[config.mk]
export PLATFORM = sky130hd
export DESIGN_NAME = data_mem_arbiter
export DESIGN_NICKNAME = d
export VERILOG_FILES = /design/src/rtl/data_mem_arbiter.sv
export SDC_FILE = /design/constraint.sdc
export NUM_CORES = 1
export LEC_CHECK = 0
export BUFFER_PORTS_ARGS = -buffer_cell sky130_fd_sc_hd__buf_2
export CORE_ASPECT_RATIO = 1.5
export CORE_MARGIN = 2
export CORE_UTILIZATION = 38
export CTS_BUF_LIST = sky130_fd_sc_hd__clkbuf_8 sky130_fd_sc_hd__clkbuf_16
export DETAILED_ROUTE_END_ITERATION = 10
export PLACE_DENSITY = 0.85
export REMOVE_ABC_BUFFERS = 1
export SYNTH_ARGS = -nofsm -noshare
export SYNTH_HDL_FRONTEND = slang
export SYNTH_SLANG_ARGS = --single-unit
[constraint.sdc]
create_clock -name clk -period 1.7 [get_ports clk]
set_input_delay 0.34 -clock clk [delete_from_list [all_inputs] [get_ports clk]]
set_output_delay 0.34 -clock clk [all_outputs]
set_load 0.005 [all_outputs]
[src/rtl/data_mem_arbiter.sv]
// Two-port arbiter in front of a single-port synchronous-read data memory (core priority, bounded host wait, host lock).
// Optional ARB_STATS_EN adds conflict_cnt / force_cnt statistics outputs.
module data_mem_arbiter #(
   parameter int ADDR_W        = 8,
   parameter int DATA_W        = 8,
   parameter int HOST_MAX_WAIT = 4
) (
   input  logic              clk,
   input  logic              reset,
   input  logic              core_req,
   input  logic              core_we,
   input  logic [ADDR_W-1:0] core_addr,
   input  logic [DATA_W-1:0] core_wdata,
   output logic              core_gnt,
   output logic              core_rvalid,
   output logic [DATA_W-1:0] core_rdata,
   output logic              core_stall,
   input  logic              host_req,
   input  logic              host_we,
   input  logic [ADDR_W-1:0] host_addr,
   input  logic [DATA_W-1:0] host_wdata,
   input  logic              host_lock,
   output logic              host_gnt,
   output logic              host_rvalid,
   output logic [DATA_W-1:0] host_rdata,
   output logic              host_locked,
`ifdef ARB_STATS_EN
   output logic [15:0]       conflict_cnt,
   output logic [15:0]       force_cnt,
`endif
   output logic              mem_en,
   output logic              mem_we,
   output logic [ADDR_W-1:0] mem_addr,
   output logic [DATA_W-1:0] mem_wdata,
   input  logic [DATA_W-1:0] mem_rdata
);

   // state  | meaning
   // ARB    | per-cycle arbitration, core priority, host forced after HOST_MAX_WAIT denials
   // LOCKED | host owns the memory; core always denied until host_lock drops

   typedef enum logic {ST_ARB = 1'b0, ST_LOCKED = 1'b1} state_t;

   localparam logic [3:0] MAX_WAIT = 4'(HOST_MAX_WAIT);

   state_t            state, state_nxt;
   logic [3:0]        wait_cnt, wait_nxt;
   logic              host_forced;
   logic              rd_pending;
   logic              rd_owner;
   logic [DATA_W-1:0] core_rdata_q;
   logic [DATA_W-1:0] host_rdata_q;

   always_ff @(posedge clk) begin
      if (reset) begin
         state        <= ST_ARB;
         wait_cnt     <= '0;
         rd_pending   <= 1'b0;
         rd_owner     <= 1'b0;
         core_rdata_q <= '0;
         host_rdata_q <= '0;
      end else begin
         state      <= state_nxt;
         wait_cnt   <= wait_nxt;
         rd_pending <= mem_en & ~mem_we;
         rd_owner   <= host_gnt;
         if (core_rvalid) core_rdata_q <= mem_rdata;
         if (host_rvalid) host_rdata_q <= mem_rdata;
      end
   end

   always_comb begin
      state_nxt   = state;
      wait_nxt    = wait_cnt;
      core_gnt    = 1'b0;
      host_gnt    = 1'b0;
      host_forced = 1'b0;
      if (!reset) begin
         case (state)
            ST_ARB: begin
               if (core_req && host_req) begin
                  if (wait_cnt >= MAX_WAIT) begin
                     host_gnt    = 1'b1;
                     host_forced = 1'b1;
                  end else begin
                     core_gnt = 1'b1;
                  end
               end else begin
                  core_gnt = core_req;
                  host_gnt = host_req;
               end
               if (host_gnt && host_lock) state_nxt = ST_LOCKED;
            end
            ST_LOCKED: begin
               host_gnt = host_req;
               if (!host_lock) state_nxt = ST_ARB;
            end
            default: state_nxt = ST_ARB;
         endcase
         if (host_gnt || !host_req)
            wait_nxt = '0;
         else if (core_gnt && wait_cnt < MAX_WAIT)
            wait_nxt = wait_cnt + 4'd1;
      end
   end

   always_comb begin
      mem_en    = core_gnt | host_gnt;
      mem_we    = 1'b0;
      mem_addr  = '0;
      mem_wdata = '0;
      if (host_gnt) begin
         mem_we    = host_we;
         mem_addr  = host_addr;
         mem_wdata = host_wdata;
      end else if (core_gnt) begin
         mem_we    = core_we;
         mem_addr  = core_addr;
         mem_wdata = core_wdata;
      end
   end

   // Read data is taken straight from the memory on the return cycle and held afterwards.
   always_comb begin
      core_rvalid = rd_pending & ~rd_owner & ~reset;
      host_rvalid = rd_pending &  rd_owner & ~reset;
      core_rdata  = reset ? '0 : (core_rvalid ? mem_rdata : core_rdata_q);
      host_rdata  = reset ? '0 : (host_rvalid ? mem_rdata : host_rdata_q);
      core_stall  = core_req & ~core_gnt & ~reset;
      host_locked = (state == ST_LOCKED);
   end

`ifdef ARB_STATS_EN
   // A starvation-forced host grant is the intended outcome, so it is not counted as a conflict.
   logic conflict_evt;
   assign conflict_evt = core_req & host_req & ~host_forced & ~reset;

   always_ff @(posedge clk) begin
      if (reset) begin
         conflict_cnt <= '0;
         force_cnt    <= '0;
      end else begin
         if (conflict_evt && conflict_cnt != 16'hFFFF) conflict_cnt <= conflict_cnt + 16'd1;
         if (host_forced && force_cnt != 16'hFFFF)     force_cnt    <= force_cnt + 16'd1;
      end
   end
`endif

endmodule

**Word-level counts from Yosys, hierarchy flattened**

Cells that the tools add are included.

- $add $sub $neg: 1
- Magnitude comparators: 2
- Multiplexer cells: 25
- Bitwise operators: 13
- Reduce and logical (&&, ||, !) cells: 6

Operator list:

| kind | number |
|---|---|
| two-way mux 8 bit | 8 |
| two-way mux 1 bit | 15 |
| AND 1 bit | 7 |
| inverter 1 bit | 5 |
| adder 4 x 1 -> 4 bit, second input constant | 1 |
| greater-or-equal comparator 4 x 3 -> 1 bit, second input constant | 1 |
| less-than comparator 4 x 3 -> 1 bit, second input constant | 1 |
| case mux 1 bit (2 select lines) | 2 |
| logical AND 1 bit | 3 |
| OR reduction 2 bit | 1 |
| zero test 1 bit | 1 |
| logical OR 1 bit | 1 |
| OR 1 bit | 1 |

- Flip-flop bits (word level): 23
- Input port bits: 47
- Output and inout bits: 40
- Logic and storage cells: 53

**Longest topological paths before layout**

- Depth in word-level cells: 11
- Mapped depth: 5
- Mapped depth without buffers: 4

**Worst setup path after synthesis**

Ideal clock, no wire load.

- Path kind: register -> output
- Start: reg wait_cnt[3]
- End: out mem_addr[0]
- Arrival time: 1.102 ns
- Data required time: 1.360 ns
- Slack: 0.258 ns
- Stages on the path, launching flop included: 5
- Buffers on the path: 1
- Cells stage by stage: dfxtp_1 > nor4b_4 > nor3b_2 > buf_6 > a22o_1

- Longest elaborated chain between the ends: 9
- Elaborated cells between the ends (all ways): 15
- Those cells by class: order compare: 1; mux: 14

RTL lines:

| item | RTL line | text |
|---|---|---|
| start, declared | 47 | `logic [3:0] wait_cnt, wait_nxt;` |
| start signal, assigned | 64 | `wait_cnt <= wait_nxt;` |
| greater-or-equal comparator 4 x 3 -> 1 bit | 82 | `if (wait_cnt >= MAX_WAIT) begin` |
| two-way mux 1 bit | 82 |  |
| two-way mux 1 bit | 81 | `if (core_req && host_req) begin` |
| two-way mux 1 bit | 79 | `case (state)` |
| two-way mux 1 bit | 78 | `if (!reset) begin` |
| case mux 1 bit (2 select lines) | 79 |  |
| two-way mux 1 bit (2 in a row) | 78 |  |
| net host_gnt | 23 | `output logic host_gnt,` |
| two-way mux 8 bit | 112 | `if (host_gnt) begin` |
| end, declared | 33 | `output logic [ADDR_W-1:0] mem_addr,` |

The timed path passes the listed nets, and every way through them passes these cells. The select of a mux whose other input is x is not followed.

**Worst setup path after layout**

- Start: reg state (netlist: host_locked)
- End: out mem_wdata[3]

- Longest elaborated chain between the ends: 5
- Elaborated cells between the ends (all ways): 9
- Those cells by class: mux: 8; bitwise: 1

RTL lines:

| item | RTL line | text |
|---|---|---|
| start, declared | 46 | `state_t state, state_nxt;` |
| start signal, assigned | 63 | `state <= state_nxt;` |
| inverter 1 bit / two-way mux 1 bit (equally long branches) | - |  |
| case mux 1 bit (2 select lines) / two-way mux 1 bit (equally long branches) | 79, 78 |  |
| two-way mux 1 bit | 78 |  |
| two-way mux 1 bit / two-way mux 8 bit (equally long branches) | 78, 116 |  |
| two-way mux 8 bit * | 112 |  |
| end, declared | 34 | `output logic [DATA_W-1:0] mem_wdata,` |

Every way passes the cells marked *; elsewhere a longest branch is shown, timed or not. The select of a mux whose other input is x is not followed.

==> summary.md <==
| Metric | Value |
|---|---|
| Critical path arrival | 1.52 ns |
| Worst setup path start | host_locked |
| Die X | 47.6 um |
| Worst setup EP type | primary output |
| Fin worst setup slack | -0.155 ns |
| Final Cycle Share | 1.09 |
| Largest cells by area after synthesis | dfxtp_1 (42%), a22o_1 (15%), nand2_1 (8.3%), nand3b_1 (5.5%), nand2b_1 (5.2%) |
| Yosys cell types | 25 |
| TritonCTS buffer count | 3 |
| # nets final | 269 |
| Clock slew at reported path FFs | 0.07 ns |
| Critical path type | reg2out |
| Maxcap violations | 0 |
| Total congestion overflow | 0 |
| Cells after Synth | 121 |
| CTS tree | built |
| R2r setup slk | 0.46 ns |
| Starting Density | 0.401 |
| Final Core Density | 0.646 |
| Die ar. | 3310 um^2 |
| Layout fillers | 259 |
| Core area | 2710 um^2 |
| Clk_lat worst skew | 0.25 ns |
| P_leak | 0.000961 uW |
| Post-place setup slack | 0.0184 ns |
| RR Endpoint | rd_pending |
| Num ports | 87 |
| Multi-input gate area | 608 um^2 |
| Routed wire length | 3140 um |
| Total GRT Usage | 0.177 |
| Max Freq | 539 MHz |
| ANT nets after route | 0 |
| DRC viols | 0 |
| Final period demand of the worst path | 1.86 ns |
| CTS root buf | clkbuf_8 |
| Power per Cell Area | 643 nW/um^2 |
| IR drop worst, VDD | 0.391 mV |
| Largest net degree at the start of global routing | 18 |
| Hold Buf Count CTS | 0 |
| Vias in the first global route | 1131 |
| Routed WL per cell | 12.2 um |
| Port-buffer cells | 86 |
| Sequential area share after synthesis | 0.424 |
| CTS Buffer Depth | 2 |
| Layout cells sized above 1 | 0.577 |
| Final Hold Fails | 0 |
| Mapped Avg Cell Area | 8.97 um^2 |
| Pre-Repair DR Iteration Count | 4 |
| Global-route wire length before repair | 4350 um |
| Detailed placement HPWL | 2470 um |
| CP startpoint kind | flip-flop |
| Die span in y | 69.4 um |
| Sink Count | 23 |
| Antenna violations before repair | 0 |
| RSZ-0062 raised after global routing | true |
| Failing checks | negative setup slack |
| Yosys top cell by area | dfxtp_1 |
| Crit Reg-Reg Startpoint | host_locked |
| Ys Warns | 0 |
| RePlAce Congestion | 0.759 |
| Synthesis-stage register bit count | 23 |
| Required time worst endpoint | 1.36 ns |
| # H-tree levels | 1 |
| Syn Std Cell Area | 1080 um^2 |
| 1st-iter DRT viols | 12 |
| Slew Viols, Final | 0 |
| Register Area | 467 um^2 |
| R2r worst-path depth | 4 |
| Fin Clk Skew | 0.00136 ns |
| N_diodes | 0 |
| CP endpoint | mem_wdata[3] |
| Final setup viols | 18 |
| Synth top area share | 0.424 |
| Area Overhead vs Synth | 61.0% |
| Run status | finished with violations |
| Via density | 4.80 |
| Cell Rows | 23 |
| Hold Path Class | in2reg |
| Crit path max fanout | 4 |
| Via count | 1233 |
[flip-flops by register name (all words and copies together), names as in the netlist]
register / count
core_rdata_q: 8
rd_pending: 1
rd_owner: 1
host_locked: 1
wait_cnt: 4
host_rdata_q: 8
[critical path: stages (launching register included)]
cell and delay, ns:
dfxtp_2 0.34, nor4b_4 0.30, nor3b_2 0.11, buf_4 0.15, a22o_1 0.23, buf_2 0.13
[layout by cell type, fill, tap and decap left out, types with 3 or more instances in the layout]
cell type / instances
o21ai_2: 8
inv_1: 4
a22o_1: 18
buf_6: 4
clkbuf_8: 3
buf_2: 86
nand2_1: 23
nor2_1: 6
dfxtp_2: 5
buf_4: 12
nand3b_1: 8
nand2b_1: 9
dfxtp_1: 18
[cell type report]
type                       count  share of cell area
tap                           37              0.0265
inverter                       4             0.00860
sequential                    23               0.267
clock inverter                 1             0.00215
multi-input combinational     87               0.348
timing repair buffer         102               0.324
clock buffer                   3              0.0236
[through the flow]
step	hold slack, ns	area (um^2)	power [uW]	TNS [ns]	std cells
floorplan	0.396	1040	662	-10.32	114
global placement	0.405	1610	799	0	249
detailed placement	0.415	1610	802	0	249
CTS	0.295	1670	1120	-2.67	254
global route	0.310	1750	1190	-3.73	257
finish	0.304	1750	1120	-2.32	257
[where the power goes]
group | switching [uW] | internal [uW]
combinational | 105 | 139
sequential | 8.58 | 558
clock | 152 | 161
total | 266 | 857
[synth_stat cells (all sizes together)]
cell type	n
a22o	18
buf	5
clkbuf	2
conb	1
dfxtp	23
ha	1
inv	4
nand2	24
nand2b	9
nand3b	9
nor2	7
nor3	1
nor3b	3
nor4b	2
o21a	1
o21ai	8
or2	1
or3	1
or3b	1
[routing by layer]
metal | up-vias | GRT usage | part of all wire
met2 | 81 | 0.308 | 0.49
met4 | 0 | 0.0721 | 0.011
met3 | 4 | 0.0339 | 0.11
met1 | 529 | 0.195 | 0.39
li1 | 619 | - | -
met5 | - | 0 | 0
[worst min-delay path by stage]
stage               cells past startpoint         start               to
detailed placement                      1   wait_cnt[0]      wait_cnt[0]
CTS                                     3  mem_rdata[0]  host_rdata_q[0]
global placement                        1   wait_cnt[0]      wait_cnt[0]
floorplan                               1   wait_cnt[0]      wait_cnt[0]
finish                                  3  mem_rdata[3]  host_rdata_q[3]
global route                            3  mem_rdata[6]  core_rdata_q[6]
[timing repair]
action / CTS / global route
gates cloned: 1 / 2
setup buffers: 0 / 1
setup endpoints to repair: 19 / 28
pin swaps: 20 / 2
gates resized for setup: 4 / 27
endpoints found under the hold margin: 0 / 0
[cells by family after synthesis]
| logic type | count (synthesis) | synth area share |
|---|---|---|
| adders and majority gates | 1 | 0.0115 |
| buffers and inverters | 11 | 0.0554 |
| and+or+nand+nor | 58 | 0.316 |
| DFF | 23 | 0.424 |
| other | 1 | 0.00346 |
| AOI/OAI and AO/OA | 27 | 0.189 |
Power figures use the tool's default switching activity.
